<file path="src/rtl/dmem_pkg.sv">
// dmem_pkg: shared size encodings, FSM states and defaults
// for the byte-serial data memory sequencer.
package dmem_pkg;

    localparam int MEM_BYTES_DEF = 1024;

    localparam logic [1:0] SZ_WORD = 2'b11;
    localparam logic [1:0] SZ_HALF = 2'b10;
    localparam logic [1:0] SZ_BYTE = 2'b01;
    localparam logic [1:0] SZ_NONE = 2'b00;

    typedef enum logic [2:0] {
        ST_IDLE,
        ST_XFER,
        ST_DRAIN,
        ST_DONE,
        ST_HALT
    } state_t;

    // Index of the final beat (N-1) for a given size.
    function automatic logic [1:0] last_beat(input logic [1:0] num);
        logic [1:0] r;
        unique case (num)
            SZ_WORD: r = 2'd3;
            SZ_HALF: r = 2'd1;
            default: r = 2'd0;
        endcase
        return r;
    endfunction

endpackage

</file>
<file path="src/rtl/dmem_range_check.sv">
// dmem_range_check: combinational range/alignment check.
// Ports: addr, num in; overflow, misalign out.
module dmem_range_check
    import dmem_pkg::*;
#(
    parameter int MEM_BYTES = MEM_BYTES_DEF
) (
    input  logic [31:0] addr,
    input  logic [1:0]  num,
    output logic        overflow,
    output logic        misalign
);

    logic [32:0] last;

    // 33-bit sum so an access near 2^32 cannot wrap to a small address.
    always_comb begin
        last     = {1'b0, addr} + {31'b0, last_beat(num)};
        overflow = (num != SZ_NONE)
                && (last >= 33'(MEM_BYTES));
        misalign = ((num == SZ_WORD) && (addr[1:0] != 2'b00))
                || ((num == SZ_HALF) && addr[0]);
    end

endmodule

</file>
<file path="src/rtl/dmem_access_ctrl.sv">
// dmem_access_ctrl: splits CPU word/half/byte accesses into big-endian
// byte beats. Ports: CPU req/we/num/addr/wdata -> rdata/done/errors/halt; byte memory strobes.
module dmem_access_ctrl
    import dmem_pkg::*;
#(
    parameter int MEM_BYTES = MEM_BYTES_DEF,
    parameter int ADDR_W    = $clog2(MEM_BYTES)
) (
    input  logic              clk_i,
    input  logic              rst_i,
    input  logic              req_i,
    input  logic              we_i,
    input  logic [1:0]        num_i,
    input  logic              unsigned_i,
    input  logic [31:0]       addr_i,
    input  logic [31:0]       wdata_i,
    output logic [31:0]       rdata_o,
    output logic              done_o,
    output logic              busy_o,
    output logic              error_addressOverflow_o,
    output logic              error_dataMisalign_o,
    output logic              halt_o,
    output logic [ADDR_W-1:0] mem_addr_o,
    output logic              mem_we_o,
    output logic              mem_re_o,
    output logic [7:0]        mem_wdata_o,
    input  logic [7:0]        mem_rdata_i
);

    state_t state_q, state_d;

    logic              we_q;
    logic              uns_q;
    logic [1:0]        num_q;
    logic [ADDR_W-1:0] addr_q;
    logic [31:0]       sdata_q;
    logic [31:0]       acc_q;
    logic [1:0]        beat_q;
    logic              ovf_q;
    logic              mis_q;

    logic        ovf;
    logic        mis;
    logic        accept;
    logic        last;
    logic        capture;
    logic [31:0] trimmed;
    logic [31:0] ext;

    dmem_range_check #(
        .MEM_BYTES(MEM_BYTES)
    ) u_chk (
        .addr    (addr_i),
        .num     (num_i),
        .overflow(ovf),
        .misalign(mis)
    );

    assign accept = (state_q == ST_IDLE) && req_i;
    assign last   = (beat_q == last_beat(num_q));

    // A read issued on beat k returns one cycle later, so bytes arrive
    // on beats 1..N-1 and in DRAIN.
    assign capture = ((state_q == ST_XFER) && (beat_q != 2'd0) && !we_q)
                  || (state_q == ST_DRAIN);

    // Left-justify store data so beats always take the top byte.
    always_comb begin
        unique case (num_i)
            SZ_WORD: trimmed = wdata_i;
            SZ_HALF: trimmed = {wdata_i[15:0], 16'h0};
            SZ_BYTE: trimmed = {wdata_i[7:0], 24'h0};
            default: trimmed = 32'h0;
        endcase
    end

    always_ff @(posedge clk_i or negedge rst_i) begin
        if (!rst_i) begin
            state_q <= ST_IDLE;
        end else begin
            state_q <= state_d;
        end
    end

    always_comb begin
        state_d = state_q;
        unique case (state_q)
            ST_IDLE: begin
                if (req_i) begin
                    if (ovf || mis || (num_i == SZ_NONE)) begin
                        state_d = ST_DONE;
                    end else begin
                        state_d = ST_XFER;
                    end
                end
            end
            ST_XFER: begin
                if (last) begin
                    state_d = we_q ? ST_DONE : ST_DRAIN;
                end
            end
            ST_DRAIN: state_d = ST_DONE;
            ST_DONE:  state_d = (ovf_q || mis_q) ? ST_HALT : ST_IDLE;
            ST_HALT:  state_d = ST_HALT;
            default:  state_d = ST_IDLE;
        endcase
    end

    always_ff @(posedge clk_i or negedge rst_i) begin
        if (!rst_i) begin
            we_q    <= 1'b0;
            uns_q   <= 1'b0;
            num_q   <= SZ_NONE;
            addr_q  <= '0;
            sdata_q <= '0;
            acc_q   <= '0;
            beat_q  <= '0;
            ovf_q   <= 1'b0;
            mis_q   <= 1'b0;
        end else begin
            if (accept) begin
                we_q    <= we_i;
                uns_q   <= unsigned_i;
                num_q   <= num_i;
                addr_q  <= addr_i[ADDR_W-1:0];
                sdata_q <= trimmed;
                acc_q   <= '0;
                beat_q  <= '0;
                ovf_q   <= ovf;
                mis_q   <= mis;
            end
            if (state_q == ST_XFER) begin
                beat_q  <= beat_q + 2'd1;
                sdata_q <= {sdata_q[23:0], 8'h0};
            end
            if (capture) begin
                acc_q <= {acc_q[23:0], mem_rdata_i};
            end
        end
    end

    always_comb begin
        unique case (num_q)
            SZ_HALF: ext = uns_q ? {16'h0, acc_q[15:0]}
                                 : {{16{acc_q[15]}}, acc_q[15:0]};
            SZ_BYTE: ext = uns_q ? {24'h0, acc_q[7:0]}
                                 : {{24{acc_q[7]}}, acc_q[7:0]};
            default: ext = acc_q;
        endcase
    end

    always_comb begin
        rdata_o                 = 32'h0;
        done_o                  = 1'b0;
        busy_o                  = 1'b0;
        error_addressOverflow_o = 1'b0;
        error_dataMisalign_o    = 1'b0;
        halt_o                  = 1'b0;
        mem_addr_o              = '0;
        mem_we_o                = 1'b0;
        mem_re_o                = 1'b0;
        mem_wdata_o             = 8'h0;
        unique case (state_q)
            ST_XFER: begin
                busy_o      = 1'b1;
                mem_addr_o  = addr_q + ADDR_W'(beat_q);
                mem_we_o    = we_q;
                mem_re_o    = !we_q;
                mem_wdata_o = we_q ? sdata_q[31:24] : 8'h0;
            end
            ST_DRAIN: busy_o = 1'b1;
            ST_DONE: begin
                busy_o                  = 1'b1;
                done_o                  = 1'b1;
                rdata_o                 = ext;
                error_addressOverflow_o = ovf_q;
                error_dataMisalign_o    = mis_q;
            end
            ST_HALT: halt_o = 1'b1;
            default: ;
        endcase
    end

endmodule

</file>
<file path="config.mk">
export PLATFORM = sky130hd
export DESIGN_NAME = dmem_access_ctrl
export DESIGN_NICKNAME = d
export VERILOG_FILES = /design/src/rtl/dmem_pkg.sv /design/src/rtl/dmem_range_check.sv /design/src/rtl/dmem_access_ctrl.sv
export SDC_FILE = /design/constraint.sdc
export NUM_CORES = 1
export LEC_CHECK = 0
export ABC_AREA = 1
export BUFFER_PORTS_ARGS = -buffer_cell sky130_fd_sc_hd__buf_2
export CAP_MARGIN = 20
export CORE_MARGIN = 4
export CORE_UTILIZATION = 58
export CTS_CLUSTER_DIAMETER = 200
export DETAILED_ROUTE_END_ITERATION = 10
export GPL_TIMING_DRIVEN = 1
export PLACE_DENSITY = 0.95
export RECOVER_POWER = 50
export SKIP_LAST_GASP = 1
export SLEW_MARGIN = 10
export SYNTH_ARGS = -nofsm -noshare
export SYNTH_HDL_FRONTEND = slang
export SYNTH_SLANG_ARGS = --single-unit
</file>
<file path="constraint.sdc">
create_clock -name clk_i -period 4.8 [get_ports clk_i]
set_input_delay 0.72 -clock clk_i [delete_from_list [all_inputs] [get_ports clk_i]]
set_output_delay 0.72 -clock clk_i [all_outputs]
set_load 0.02 [all_outputs]
</file>
# After elaboration in Yosys (flattened, before gate mapping)

Index checks and enable logic that the tools add are counted.

Output and inout port bits: 57
Register bits: 85
Logic and storage cells: 77

Add/sub/neg operators: 3
Multiplexer cells: 29
Reduce and logical (&&, ||, !) cells: 21
Order comparisons: 1
Equality and inequality tests: 13

Operators by type and width:

| cell                                                  | count |
|---|---|
| two-way mux 32 bit                                    | 7 |
| case mux 32 bit (3 select lines)                      | 1 |
| case mux 32 bit (2 select lines)                      | 1 |
| adder 32 x 2 -> 33 bit                                | 1 |
| >= comparator 33 x 11 -> 1 bit, second input constant | 1 |
| two-way mux 8 bit                                     | 2 |
| case mux 3 bit (5 select lines)                       | 1 |
| adder 10 x 2 -> 10 bit                                | 1 |
| two-way mux 10 bit                                    | 1 |
| nonzero test 2 bit                                    | 5 |
| two-way mux 3 bit                                     | 3 |
| equality test 2 bit, second input constant            | 4 |
| two-way mux 1 bit                                     | 8 |
| case mux 2 bit (2 select lines)                       | 2 |
| equality test 3 x 2 -> 1 bit, second input constant   | 2 |
| logical AND 1 bit                                     | 6 |
| two-way mux 2 bit                                     | 3 |
| logical OR 1 bit                                      | 5 |
| equality test 2 x 1 -> 1 bit, second input constant   | 2 |
| != test 2 bit, second input constant                  | 2 |
| equality test 3 x 1 -> 1 bit, second input constant   | 1 |
| equality test 3 bit, second input constant            | 1 |
| logical NOT 3 bit                                     | 1 |
| OR reduction 3 bit                                    | 1 |
| other kinds (5)                                       | 5 |

# Longest topological paths before layout

Depth after elaboration: 10
Gate-level depth with buffers: 19
Depth with buffers taken out: 17

# Modules after synthesis

Synthesis repeated with hierarchy kept, for this count alone.

Cell total of the unflattened synthesis: 858
Area, all modules: 5735.5 µm²

By module, submodules not included:

| module           | area an instance (µm²) | instances | sequential area each (µm²) | cells an instance |
|---|---|---|---|---|
| dmem_access_ctrl | 4662.0                 | 1         | 2127.0                     | 635 |
| dmem_range_check | 1073.5                 | 1         | 0.0                        | 223 |

# Least setup slack after synthesis

OpenSTA, ideal clock, no wires.

Path kind: input to register
Start: input num_i[0]
End: register ovf_q
Path buffers: 2
Setup slack: 1.909 ns
Arrival: 2.774 ns
Required time: 4.683 ns
Cell stages on the path: 18
Library setup time: 0.117 ns
Cell sequence: clkbuf_1 -> nand2_1 -> inv_1 -> clkbuf_1 -> fa_1 -> nand3_1 -> inv_1 -> nand2_1 -> nor2_1 -> nand3_1 -> nand2_1 -> nand2_1 -> nor2_1 -> nand2_1 -> nor2_1 -> nand3_1 -> nand2_1 -> nand2_1

Word-level cells in the longest chain between the ends: 5

Ends and longest elaborated chain:

| element                         | RTL line                | text |
|---|---|---|
| from (decl)                     | dmem_access_ctrl.sv:13  | `input logic [1:0] num_i,` |
| equality test 2 bit             | dmem_pkg.sv:23          | `unique case (num)` |
| case mux 2 bit (2 select lines) | dmem_pkg.sv:23          |  |
| adder 32 x 2 -> 33 bit          | dmem_range_check.sv:18  | `last = {1'b0, addr} + {31'b0, last_beat(num)};` |
| >= comparator 33 x 11 -> 1 bit  | dmem_range_check.sv:20  | `&& (last >= 33'(MEM_BYTES));` |
| logical AND 1 bit (*)           | dmem_range_check.sv:20  |  |
| to (signal assigned)            | dmem_access_ctrl.sv:129 | `ovf_q <= ovf;` |
| to (decl)                       | dmem_access_ctrl.sv:39  | `logic ovf_q;` |

Mark *: on every way between the ends. The rest lies on a longest branch, timed or not.
A chain may end at the register's enable or synchronous reset.

# Worst setup path in the final report

Start: register state_q[2]
End: output rdata_o[16]

Word-level cells in the longest chain between the ends: 2

Ends and longest elaborated chain:

| element                      | RTL line                | text |
|---|---|---|
| from (decl)                  | dmem_access_ctrl.sv:30  | `state_t state_q, state_d;` |
| from (signal assigned)       | dmem_access_ctrl.sv:81  | `state_q <= state_d;` |
| equality test 3 x 2 -> 1 bit | dmem_access_ctrl.sv:163 | `unique case (state_q)` |
| two-way mux 32 bit           | dmem_access_ctrl.sv:163 |  |
| to (decl)                    | dmem_access_ctrl.sv:17  | `output logic [31:0] rdata_o,` |

Every way passes these cells.

==> results.ini <==
[sta]
worst_pin_slew_ns=2.23
rsz0062_at_grt=false
final_hold_viol_count=0
fin_tns_setup_ns=0
fmax_mhz=286
maxSlewHeadroom_pct=-48.6
hold_ws_ns=0.498
min_period_over_period_pct=72.7
drv_slew=42
post-route-min-period_ns=3.49
finalClockSkew_ns=0.0117
finalSetupViolations=0

[global_routing]
grt_first_pass_wirelength_um=23200
grt_pass1_vias=4899
grt_antenna_before_repair=0
gr-total-overflow=0
track_usage_pct=27.9
grt_max_degree=86

[clock_tree]
cts_buffers=9
cts_tree=yes
clk_pin_slew_ns=0.09
cts_root_buffer=clkbuf_8
postCtsSetupBuffers=0
holdBufCountCts=0
clock_latency_ns=0.36
htree_levels=3
postCtsResizedCells=0
cts_sinks=85
clockBufferDepth=2

[layout]
nFillCells=774
layout-drive-gt1-share_pct=18.2
area_delta_synth_final_pct=18.1
antennaDiodeCount=0
nets=960

[place]
gp_congestion=0.945
dpl.hpwl_um=11200
place.port_buffers=135

[synth]
synth.area.top_cells=dfrtp_1, nand2_1, nor2_1
syn_nets=838
syn-instance-count=748
ys_warn_count=0
yosysTopAreaCellShare_pct=40.6
seq_area_frac_synth_pct=40.6
yosysTopAreaCell=dfrtp_1
yosys_register_bits=85
synth_cell_types=34
syn_area_per_cell_um2=7.00
synth_area_mm2=0.00524

[die]
die_y_um=103
die_w_um=103
die_area_mm2=0.0106
start_util_pct=59.8
top_level_ports=136
row_count=34
coreArea_mm2=0.00876

[status]
violations=max-capacitance violations, max-slew violations
run_status=complete, but fails checks

[pwr]
ir_drop_uv=252
power_density_mw_per_mm2=222
leakagePower_nw=3.40

[critical_path]
cp_num_buf_inv=2
cpPeakStageDelay_ns=0.46
arrival_ns=2.77
crit_path_top_delay_cell=dfrtp_1
reg2reg_from=state_q[1]
worstSetupEndpointType=primary output
cpMostUsedCell=a21oi_1
cp_top_family=compound AO/OA/AOI/OAI gates
worstPathRequired_ns=4.08
crit_type=reg -> out
path_cells=nor3_1 -> inv_1 -> a21oi_1 -> o21ai_1 -> a21oi_1 -> buf_2
crit_start=state_q[2]
critPathMaxFanout=18
start_kind=register

[run]
cap_violations=1

[routing]
routed_via_density=5.54
drt-wirelength-per-cell_um=15.1
dr.pass1.iters=5
ant_nets=0
drcViolationCount=0
finalWirelength_um=14900
vias=5450
drtIter0Drc=368

[worst_hold_path]
min_from=ovf_q
min_path_type=reg -> reg

[metrics by stage]
| stage | setup slack, ns | instance area (um^2) | util, % | power (W) | instances |
|---|---|---|---|---|---|
| after global placement | 1.73 | 5960 | 68.0 | 0.000847 | 966 |
| after CTS | 1.44 | 6180 | 70.5 | 0.00137 | 982 |
| after floorplan | 1.91 | 5240 | - | 0.000777 | 748 |
| final | 1.31 | 6190 | 70.6 | 0.00137 | 983 |
| after global routing | 1.10 | 6190 | 70.6 | 0.00142 | 983 |
| after detailed placement | 1.63 | 5960 | 68.0 | 0.000847 | 966 |
[cell usage after synthesis (all sizes together)]
cell type and n:
nand2 211, nor2 108, inv 107, dfrtp 85, o21ai 37, a21oi 32, nand3 32, o22ai 27
clkbuf 21, nand3b 10, ha 9, nor3 9, xor2 9, o221ai 8, a221oi 7, buf 7
nand4 6, o311ai 6, o211ai 4, a32oi 2, fa 2, o221a 2, a22o 1, o2111a 1
o21a 1, o21bai 1, o31ai 1, or2 1, or3 1
[worst register-to-register path: cells and delay by family (launching register included)]
kind,cells,cell delay (ns)
AND/OR/NAND/NOR,5,0.67
buffers and inverters,4,2.12
AO/OA/AOI/OAI,1,0.13
flip-flops,1,0.43
[metal layers]
metal | track usage (%) | share of wire (%) | up-vias
li1 | - | - | 2664
met1 | 38.8 | 43 | 2494
met2 | 45.0 | 46 | 263
met3 | 5.28 | 8.8 | 29
met4 | 7.67 | 1.6 | 0
met5 | 0 | 0 | -
[path summary, 6_finish.rpt]
kind	endpoint	slack, ns	cells after the start
max	rdata_o[16]	1.31	6
min	ovf_q	0.50	2
max reg2reg	sdata_q[25]	1.32	10
min reg2reg	ovf_q	0.50	2
max in group asynchronous	acc_q[24]	2.52	1
min in group asynchronous	acc_q[2]	1.01	1
[where the power goes]
| part | leakage, nW | internal [W] | switching, W |
|---|---|---|---|
| logic | 2.33 | 0.0000442 | 0.0000771 |
| registers | 0.968 | 0.000715 | 0 |
| clock network | 0.105 | 0.000253 | 0.000284 |
| total | 3.40 | 0.00101 | 0.000361 |
[state kept, by name (all words and copies together) (netlist names)]
name     flops
mis_q        1
addr_q      10
num_q        2
we_q         1
ovf_q        1
sdata_q     32
beat_q       2
state_q      3
acc_q       32
uns_q        1
[cells in the final DEF, fill, tap and decap left out, types with 2 or more instances in the layout]
cell and instances:
nand2_1 211, buf_2 131, nor2_1 107, inv_1 104, dfrtp_1 85, o21ai_0 34, nand3_1 32, a21oi_1 32
o22ai_1 27, nand3b_1 10, xor2_1 9, ha_1 9, clkbuf_8 9, nor3_1 8, o221ai_1 8, a221oi_1 7
nand4_1 6, o311ai_0 6, clkbuf_1 5, o211ai_1 4, o21ai_1 3, inv_2 3, a32oi_1 2, o221a_2 2
fa_1 2, inv_6 2, buf_4 2
[final cells by class]
cell class	count	area (um^2)	share of cell area, %
Clock buffer	9	124	2.00
Clock inverter	7	91.3	1.48
Inverter	107	402	6.49
Multi-Input combinational cell	528	2600	42.0
Sequential cell	85	2130	34.4
Tap cell	108	135	2.18
Timing Repair Buffer	139	709	11.5
[logic make-up after synthesis]
kind of cell	Yosys count	share of synthesized area, %
xor+xnor	9	1.50
compound gates	130	15.7
flops	85	40.6
simple gates	378	29.4
buf+inv	135	9.82
fa+ha+maj	11	2.91
Power figures use the tool's default switching activity.
